===== src/rtl/jtag_ir_dr_path.sv =====
// rtl/jtag_ir_dr_path.sv - JTAG IR, instruction decode, BYPASS/IDCODE/USER DRs and TDO retiming
// Shifts/captures on posedge tck from controller strobes; TDO is relaunched on negedge tck.
module jtag_ir_dr_path #(
  parameter int unsigned         IR_WIDTH      = 5,
  parameter logic [31:0]         IDCODE_VALUE  = 32'h1234_5679,
  parameter logic [IR_WIDTH-1:0] IDCODE_OPCODE = 'h01,
  parameter logic [IR_WIDTH-1:0] USER_OPCODE   = 'h02,
  parameter int unsigned         USER_WIDTH    = 32
) (
  input  logic                  tck,
  input  logic                  trst,
  input  logic                  tdi,
  input  logic                  tap_reset,
  input  logic                  shift_ir,
  input  logic                  capture_ir,
  input  logic                  update_ir,
  input  logic                  shift_dr,
  input  logic                  capture_dr,
  input  logic                  update_dr,
  input  logic                  tdo_en_in,
  input  logic [USER_WIDTH-1:0] user_capture_data,
  output logic [IR_WIDTH-1:0]   instr,
  output logic [USER_WIDTH-1:0] user_update_data,
  output logic                  user_update_strobe,
  output logic                  tdo,
  output logic                  tdo_oe
);

  localparam logic [IR_WIDTH-1:0] IR_CAPTURE = {{(IR_WIDTH-1){1'b0}}, 1'b1};

  typedef enum logic [1:0] {
    SEL_BYPASS,
    SEL_IDCODE,
    SEL_USER
  } dr_sel_e;

  logic [IR_WIDTH-1:0]   ir_sr_q, ir_sr_d;
  logic [IR_WIDTH-1:0]   instr_q, instr_d;
  logic                  bypass_sr_q, bypass_sr_d;
  logic [31:0]           idcode_sr_q, idcode_sr_d;
  logic [USER_WIDTH-1:0] user_sr_q, user_sr_d;
  logic [USER_WIDTH-1:0] user_update_data_q, user_update_data_d;
  logic                  user_update_strobe_q, user_update_strobe_d;
  logic                  tdo_q, tdo_d;
  logic                  tdo_oe_q, tdo_oe_d;
  logic [USER_WIDTH-1:0] user_shift;
  logic                  dr_bit;
  logic                  serial_out;
  dr_sel_e               dr_sel;

  // A 1-bit USER register has no upper slice to shift down
  generate
    if (USER_WIDTH == 1) begin : g_user_1
      assign user_shift = tdi;
    end else begin : g_user_n
      assign user_shift = {tdi, user_sr_q[USER_WIDTH-1:1]};
    end
  endgenerate

  always_comb begin
    dr_sel = SEL_BYPASS;
    if (instr_q == IDCODE_OPCODE) begin
      dr_sel = SEL_IDCODE;
    end else if (instr_q == USER_OPCODE) begin
      dr_sel = SEL_USER;
    end
  end

  always_comb begin
    ir_sr_d = ir_sr_q;
    if (capture_ir) begin
      ir_sr_d = IR_CAPTURE;
    end else if (shift_ir) begin
      ir_sr_d = {tdi, ir_sr_q[IR_WIDTH-1:1]};
    end

    instr_d = instr_q;
    if (!tap_reset) begin
      instr_d = IDCODE_OPCODE;
    end else if (update_ir && !capture_ir && !shift_ir) begin
      instr_d = ir_sr_q;
    end
  end

  always_comb begin
    bypass_sr_d          = bypass_sr_q;
    idcode_sr_d          = idcode_sr_q;
    user_sr_d            = user_sr_q;
    user_update_data_d   = user_update_data_q;
    user_update_strobe_d = 1'b0;
    case (dr_sel)
      SEL_BYPASS: begin
        if (capture_dr) begin
          bypass_sr_d = 1'b0;
        end else if (shift_dr) begin
          bypass_sr_d = tdi;
        end
      end
      SEL_IDCODE: begin
        if (capture_dr) begin
          idcode_sr_d = IDCODE_VALUE;
        end else if (shift_dr) begin
          idcode_sr_d = {tdi, idcode_sr_q[31:1]};
        end
      end
      SEL_USER: begin
        if (capture_dr) begin
          user_sr_d = user_capture_data;
        end else if (shift_dr) begin
          user_sr_d = user_shift;
        end else if (update_dr && tap_reset) begin
          user_update_data_d   = user_sr_q;
          user_update_strobe_d = 1'b1;
        end
      end
      default: ;
    endcase
  end

  // IR wins the output mux so an illegal IR+DR overlap still streams the IR
  always_comb begin
    dr_bit = bypass_sr_q;
    case (dr_sel)
      SEL_IDCODE: dr_bit = idcode_sr_q[0];
      SEL_USER:   dr_bit = user_sr_q[0];
      default:    dr_bit = bypass_sr_q;
    endcase
    serial_out = shift_ir ? ir_sr_q[0] : dr_bit;
    tdo_oe_d   = tdo_en_in;
    tdo_d      = tdo_en_in ? serial_out : 1'b0;
  end

  always_ff @(posedge tck or negedge trst) begin
    if (!trst) begin
      ir_sr_q              <= IR_CAPTURE;
      instr_q              <= IDCODE_OPCODE;
      bypass_sr_q          <= 1'b0;
      idcode_sr_q          <= IDCODE_VALUE;
      user_sr_q            <= '0;
      user_update_data_q   <= '0;
      user_update_strobe_q <= 1'b0;
    end else begin
      ir_sr_q              <= ir_sr_d;
      instr_q              <= instr_d;
      bypass_sr_q          <= bypass_sr_d;
      idcode_sr_q          <= idcode_sr_d;
      user_sr_q            <= user_sr_d;
      user_update_data_q   <= user_update_data_d;
      user_update_strobe_q <= user_update_strobe_d;
    end
  end

  always_ff @(negedge tck or negedge trst) begin
    if (!trst) begin
      tdo_q    <= 1'b0;
      tdo_oe_q <= 1'b0;
    end else begin
      tdo_q    <= tdo_d;
      tdo_oe_q <= tdo_oe_d;
    end
  end

  assign instr              = instr_q;
  assign user_update_data   = user_update_data_q;
  assign user_update_strobe = user_update_strobe_q;
  assign tdo                = tdo_q;
  assign tdo_oe             = tdo_oe_q;

endmodule


===== config.mk =====
export PLATFORM = sky130hd
export DESIGN_NAME = jtag_ir_dr_path
export DESIGN_NICKNAME = d
export VERILOG_FILES = /design/src/rtl/jtag_ir_dr_path.sv
export SDC_FILE = /design/constraint.sdc
export NUM_CORES = 1
export LEC_CHECK = 0
export ABC_AREA = 1
export BUFFER_PORTS_ARGS = -buffer_cell sky130_fd_sc_hd__buf_4
export CAP_MARGIN = 20
export CORE_ASPECT_RATIO = 0.6
export CORE_MARGIN = 2
export CORE_UTILIZATION = 55
export DETAILED_ROUTE_END_ITERATION = 8
export GPL_TIMING_DRIVEN = 0
export PLACE_DENSITY_LB_ADDON = 0.12
export SYNTH_ARGS = -nofsm -noshare
export SYNTH_HDL_FRONTEND = slang
export SYNTH_SLANG_ARGS = --single-unit

===== constraint.sdc =====
create_clock -name tck -period 2.2 [get_ports tck]
set_input_delay 0.11 -clock tck [delete_from_list [all_inputs] [get_ports tck]]
set_output_delay 0.11 -clock tck [all_outputs]
set_load 0.03 [all_outputs]

### Word-level counts from Yosys, hierarchy flattened

Index checks and enable logic that the tools add are counted.
Widths: inputs -> output; s select.

| word-level totals | value |
|---|---|
| register bits after elaboration | 110 |
| latch bits | 0 |
| bits in writable memories | 0 |
| ROM bits | 0 |
| input port bits | 43 |
| output and inout bits | 40 |
| word-level logic and storage cells | 47 |
| memories | 0 |

| operators by class | value |
|---|---|
| add/sub/neg operators | 0 |
| multipliers | 0 |
| div/mod/pow operators | 0 |
| $lt $le $gt $ge | 0 |
| equality and inequality tests | 5 |
| shift-type cells | 0 |
| mux-type cells | 19 |
| bitwise logic cells | 2 |
| reductions and logical operators | 12 |

Operators by type and width:

| operator | number |
|---|---|
| $mux 32 | 4 |
| $mux 5 | 4 |
| $mux 1 | 8 |
| $reduce_and 2->1 | 3 |
| $eq 5x1->1 const B | 1 |
| $eq 5x2->1 const B | 1 |
| $mux 2 | 2 |
| $reduce_and 4->1 | 1 |
| $reduce_bool 2->1 | 2 |
| $logic_and 1x1->1 | 3 |
| $eq 2x1->1 const B | 1 |
| $eq 2x2->1 const B | 1 |
| $logic_not 1->1 | 2 |
| $logic_not 2->1 | 1 |
| $ne 2x1->1 const B | 1 |
| $not 1->1 | 2 |
| $pmux 1 s2 | 1 |

### Depth between registers and ports, before layout

Gate-level depths: netlist of run 1.

| logic depth | value |
|---|---|
| depth after elaboration | 7 |
| mapped depth | 8 |

==> results_dict.tcl, run 1 <==
set metrics [dict create \
    final_nets 662 \
    port_buffers 82 \
    busiest_layer "met2" \
    max_slew_margin 0.412 \
    grt_pass1_wl_mm 18.4 \
    setup_tns_ps -72.9 \
    cts_tree "built" \
    antenna_found_initial 0 \
    cts_buffers 9 \
    endpoint "tdo$_DFF_NN0_" \
    dieArea_sq_um 9560 \
    met2_usage 0.373 \
    fin_area_sq_um 5920 \
    synth_top_cell_by_area "dfrtp_1" \
    synthCells 521 \
    r2r-start "instr[3]$_DFFE_PN0P_" \
    syn-num-nets 564 \
    ys_ff_latch 110 \
    clk_latency_ps 350 \
    post-place-ws_ps -275 \
    wl_per_cell_microns 14.7 \
    grt_pass1_vias 3792 \
    yosysMostFrequentCell "nand2_1" \
    setup_ws_ps -72.9 \
    p_leak_nw 2.96 \
    ys_top_cells_by_count "124 x nand2_1, 92 x dfrtp_1, 56 x o21ai_0, 44 x inv_1, 39 x o21ai_1" \
    globalplace.congestion 0.814 \
    fillers 684 \
    ys_warn_count 0 \
    firstDrtPassIters 5 \
    die_w_microns 125 \
    grt_overflow 0 \
    startpoint_type "register" \
    max-vdd-ir-drop_mv 0.471 \
    synth_top_area_frac 0.477 \
    syn2layout_area_growth_pct 22.6 \
    drc 0 \
    violations "setup timing" \
    setup_viol 1 \
    cts_max_level 3 \
    use_met3 0.0646 \
    core_sq_um 8520 \
    drt-total-wl_mm 10.8 \
    netlist-cell-type-count 25 \
    async_reset_ff_frac 1.00 \
    slew_viol_final 0 \
    multi_input_area_sq_um 1630 \
    rows 26 \
    p_total_mw 4.28 \
    place_hpwl_mm 7.50 \
    rrSetupSlack_ps -70 \
    ys_top_cells_by_area "dfrtp_1 48%, nand2_1 9.6%, dfstp_2 8.7%, o21ai_0 5.8%, o21ai_2 4.2%" \
    drv_cap 0 \
    met1_usage 0.342 \
    arrival_ps 1370 \
    rr_endpoint "tdo$_DFF_NN0_" \
    rsz0062_at_grt "yes" \
    r2r_cells 6 \
    cts_buffer_depth 2 \
    hold_viol 0 \
    ys_seq_area_frac 0.575 \
    num_vias 3896 \
    syn_area_sq_um 4830 \
    detailed_place.area_sq_um 5600 \
    ios 83 \
    first_iter_violations 395 \
    worstSetupEndpointType "register" \
    regArea_sq_um 2770 \
    ant_nets 0 \
    clkSlewWorstSetupHoldPaths_ps 60 \
    start_util 0.566 \
    die_y_microns 76.6 \
    crit_start "instr[3]$_DFFE_PN0P_" \
    status "finished with violations" \
    worstSetupPathType "reg -> reg" \
    ys.flop_type "dfrtp_1" \
    drive_gt1_frac 0.287 \
    finClkSkew_ps 6.15 \
    cp_max_fo 4 \
    grt_use_total 0.240 \
    grt_max_degree 70 \
    clock-root-buffer "clkbuf_16" \
    critPathRequiredTime_ps 1290 \
    cts_num_sinks 110 \
    tightestPinTransition_ps 882 \
    worstHoldPathType "in -> reg" \
    power_density_nw_per_um2 724 \
    synth-edff-count 0 \
    n_antenna_cell 0 \
    avgSynthCellArea_sq_um 9.26 \
    via_per_inst 5.29 \
]
per-stage QoR:
stage	utilization	hold slack (ps)	instances
finish	0.694	44.8	736
global route	0.694	57.4	736
CTS	0.694	30.3	736
detailed placement	0.657	283	716
global placement	0.655	391	715
floorplan	-	-186	521
cell type report:
| type | instances | area share |
|---|---|---|
| Clock buffer | 16 | 0.0476 |
| Timing Repair Buffer | 88 | 0.114 |
| Buffer | 30 | 0.0406 |
| Tap cell | 112 | 0.0237 |
| Multi-Input combinational cell | 333 | 0.275 |
| Sequential cell | 110 | 0.469 |
| Inverter | 47 | 0.0298 |
cell usage in the layout (no fill, tap or decap), drive strengths merged:
master and n:
nand2 125, o21ai 118, buf 114, dfrtp 92, inv 47, nor2 42, nand3 26, clkbuf 19
a21oi 17, dfstp 16, nand4 2, o22ai 2, dfrtn 2, o211ai 1, dlygate4sd3 1
flip-flops by register name, indices dropped and copies added (netlist names):
register / count
instr: 5
user_update_data: 32
idcode_sr_q: 32
user_update_strobe: 1
tdo: 1
user_sr_q: 32
ir_sr_q: 5
bypass_sr_q: 1
tdo_oe: 1
worst min-delay path by stage:
| stage | endpoint | startpoint | depth (start not counted) |
|---|---|---|---|
| 2_1_floorplan | bypass_sr_q$_DFFE_PN0P_ | trst | 0 |
| 3_3_place_gp | ir_sr_q[4]$_DFFE_PN0P_ | tdi | 3 |
| 3_5_place_dp | user_update_data[10]$_DFFE_PN0P_ | trst | 1 |
| 4_1_cts | ir_sr_q[4]$_DFFE_PN0P_ | tdi | 3 |
| 5_1_grt | ir_sr_q[3]$_DFFE_PN0P_ | shift_ir | 3 |
| 6_report | ir_sr_q[4]$_DFFE_PN0P_ | tdi | 3 |
worst max-delay path, cell delays in order, from the launching register on:
cell,delay [ps]
dfrtp_1,420
nor2_4,190
nand3_4,140
nand2_2,100
nor2_1,40
nor2_1,90
nor2_1,50
per-layer routing:
metal,vias to the layer above,part of all wire
met4,0,0.0084
li1,1869,-
met5,-,0
met2,132,0.45
met3,12,0.064
met1,1883,0.48
where the power goes:
group	total [mW]	internal, mW	switching (mW)	leakage (nW)
clock	1.55	0.864	0.684	0.137
sequential	2.26	2.20	0.0650	1.37
combinational	0.475	0.183	0.292	1.45
total	4.28	3.24	1.04	2.96
cells by family (layout without fill, tap and decap cells):
kind of cell | after synthesis | after routing | synth area share
and+or+nand+nor | 195 | 195 | 0.175
AOI/OAI and AO/OA | 138 | 138 | 0.162
DFF | 110 | 110 | 0.575
buffers and inverters | 78 | 181 | 0.0887
repair_timing:
item / CTS / global route
pin swaps: 1 / 2
hold endpoints to repair: 53 / 0
endpoints found under the setup margin: 1 / 1
hold buffers: 1 / 0
setup buffers: 3 / 1
resized for setup: 1 / 1
Note: power is estimated with default switching activity, not from simulation.
==> inputs of run 2 (changes only) <==
--- a/config.mk
+++ b/config.mk
@@ -8,9 +8,11 @@
 export ABC_AREA = 1
 export BUFFER_PORTS_ARGS = -buffer_cell sky130_fd_sc_hd__buf_4
 export CAP_MARGIN = 20
+export CELL_PAD_IN_SITES_DETAIL_PLACEMENT = 0
+export CELL_PAD_IN_SITES_GLOBAL_PLACEMENT = 1
 export CORE_ASPECT_RATIO = 0.6
 export CORE_MARGIN = 2
-export CORE_UTILIZATION = 55
+export CORE_UTILIZATION = 46
 export DETAILED_ROUTE_END_ITERATION = 8
 export GPL_TIMING_DRIVEN = 0
 export PLACE_DENSITY_LB_ADDON = 0.12
==> results_dict.tcl, run 2 (same netlist as run 1, synthesis figures left out) <==
set metrics [dict create \
    finClkSkew_ps 7.10 \
    r2r_cells 7 \
    worstSetupPathType "reg -> reg" \
    grt_overflow 0 \
    rsz0062_at_grt "yes" \
    wl_per_cell_microns 14.6 \
    max-vdd-ir-drop_mv 0.403 \
    core_sq_um 10000 \
    first_iter_violations 295 \
    setup_viol 1 \
    p_clk_frac 0.376 \
    power_density_nw_per_um2 731 \
    globalplace.congestion 0.772 \
    p_int_mw 3.30 \
    via_per_inst 4.99 \
    die_w_microns 136 \
    hold_ws_ps 45.3 \
    start_util 0.482 \
    final_cell_mix "123 x nand2_1, 93 x buf_4, 91 x dfrtp_1" \
    slew_viol_final 0 \
    cts_tree "built" \
    clock-root-buffer "clkbuf_16" \
    rows 28 \
    antenna_found_initial 0 \
    startpoint_type "register" \
    clk_latency_ps 350 \
    swShare 0.246 \
    cp_max_fo 3 \
    die_y_microns 83.3 \
    drive_gt1_frac 0.294 \
    worstHoldPathType "in -> reg" \
    hold_viol 0 \
    final_common_cell "nand2_1" \
    drc 0 \
    num_vias 3797 \
    grt_pass1_wl_mm 18.4 \
    pwr-share-seq 0.516 \
    p_leak_nw 2.98 \
    dieArea_sq_um 11400 \
    critPathRequiredTime_ps 1300 \
    place_hpwl_mm 7.70 \
    cts_buffer_depth 2 \
    met3WireLength_microns 735 \
    worstSetupEndpointType "register" \
    highest_layer "met4" \
    r2r-start "instr[0]$_DFFE_PN1P_" \
    firstDrtPassIters 4 \
    setup_tns_ps -73.1 \
    multi_input_area_sq_um 1640 \
    endpoint "tdo$_DFF_NN0_" \
    n_antenna_cell 0 \
    fillers 897 \
    final_nets 664 \
    ios 83 \
    crit_start "instr[0]$_DFFE_PN1P_" \
    cts_num_sinks 110 \
    regArea_sq_um 2770 \
    grt_max_degree 73 \
    drv_cap 0 \
    dr_wl_met2_mm 4.71 \
    max_slew_margin 0.663 \
    fin_cells 761 \
    wl_met1_mm 5.56 \
    tightestPinTransition_ps 505 \
    cts_buffers 9 \
    p_total_mw 4.38 \
    status "finished with violations" \
    dpl.cell_count 739 \
    drt-total-wl_mm 11.1 \
    rrSetupSlack_ps -70 \
    setup_ws_ps -73.1 \
    p_sw_mw 1.08 \
    grt_use_total 0.207 \
    cts_max_level 3 \
    violations "setup timing" \
    clkSlewWorstSetupHoldPaths_ps 70 \
    rr_endpoint "tdo$_DFF_NN0_" \
    p_comb_frac 0.108 \
    ant_nets 0 \
    fin_util 0.598 \
    arrival_ps 1370 \
    grt_pass1_vias 3713 \
    syn2layout_area_growth_pct 24.2 \
    port_buffers 82 \
]
## run 2: cell count changes in the layout (fill, tap and decap cells not counted), sizes merged
cell and change:
inv +1, bufinv +1, buf +2, clkinv +1
clkbuf -4, clkinvlp +1
## run 2: worst min-delay path by stage
stage / slack (ps) / end / startpoint / cells past startpoint
2_1_floorplan: -190 / bypass_sr_q$_DFFE_PN0P_ / trst / 0
3_3_place_gp: 390 / ir_sr_q[4]$_DFFE_PN0P_ / tdi / 3
3_5_place_dp: 120 / user_update_data[8]$_DFFE_PN0P_ / trst / 1
4_1_cts: 40 / ir_sr_q[1]$_DFFE_PN0P_ / shift_ir / 3
5_1_grt: 70 / ir_sr_q[2]$_DFFE_PN0P_ / shift_ir / 3
6_report: 50 / ir_sr_q[4]$_DFFE_PN0P_ / tdi / 3
## run 2: power groups by stage
stage / combinational (mW) / sequential (mW) / clock, mW
after floorplan: 0.273 / 2.29 / 0
after detailed placement: 0.473 / 2.29 / 0
final: 0.473 / 2.26 / 1.65
after CTS: 0.482 / 2.26 / 1.69
after global routing: 0.543 / 2.27 / 1.77
after global placement: 0.457 / 2.29 / 0
## run 2: critical path: stages, from the launching register on
cell	delay (ps)
dfstp_2	540
inv_2	50
nor2_4	110
nand3_4	90
nand2_2	60
nor2_1	30
nor2_1	110
nor2_1	50
## run 2: final cells by class
type / count / area share
Clock inverter: 4 / 0.00918
Inverter: 47 / 0.0294
Clock buffer: 12 / 0.0411
Sequential cell: 110 / 0.463
Multi-Input combinational cell: 333 / 0.273
Buffer: 30 / 0.0401
Timing Repair Buffer: 90 / 0.116
Tap cell: 135 / 0.0282
## run 2: metal layers
layer  up-vias  track usage
met5         -            0
met4         0       0.0313
met3         9       0.0549
met2       108        0.289
met1      1803        0.327
li1       1877            -
## run 2: metrics by stage
| step | instance area [sq um] | setup slack, ps |
|---|---|---|
| 2_1_floorplan | 4830 | -317 |
| 3_3_place_gp | 5610 | -304 |
| 3_5_place_dp | 5640 | -315 |
| 4_1_cts | 5990 | -199 |
| 5_1_grt | 5990 | -137 |
| 6_report | 5990 | -73.1 |
## run 2: timing repair
action	4_1_cts	5_1_grt
setup endpoints to repair	1	1
pin swaps	2	4
gates resized for setup	2	2
hold buffers	1	0
hold endpoints to repair	30	0
setup buffers	4	2
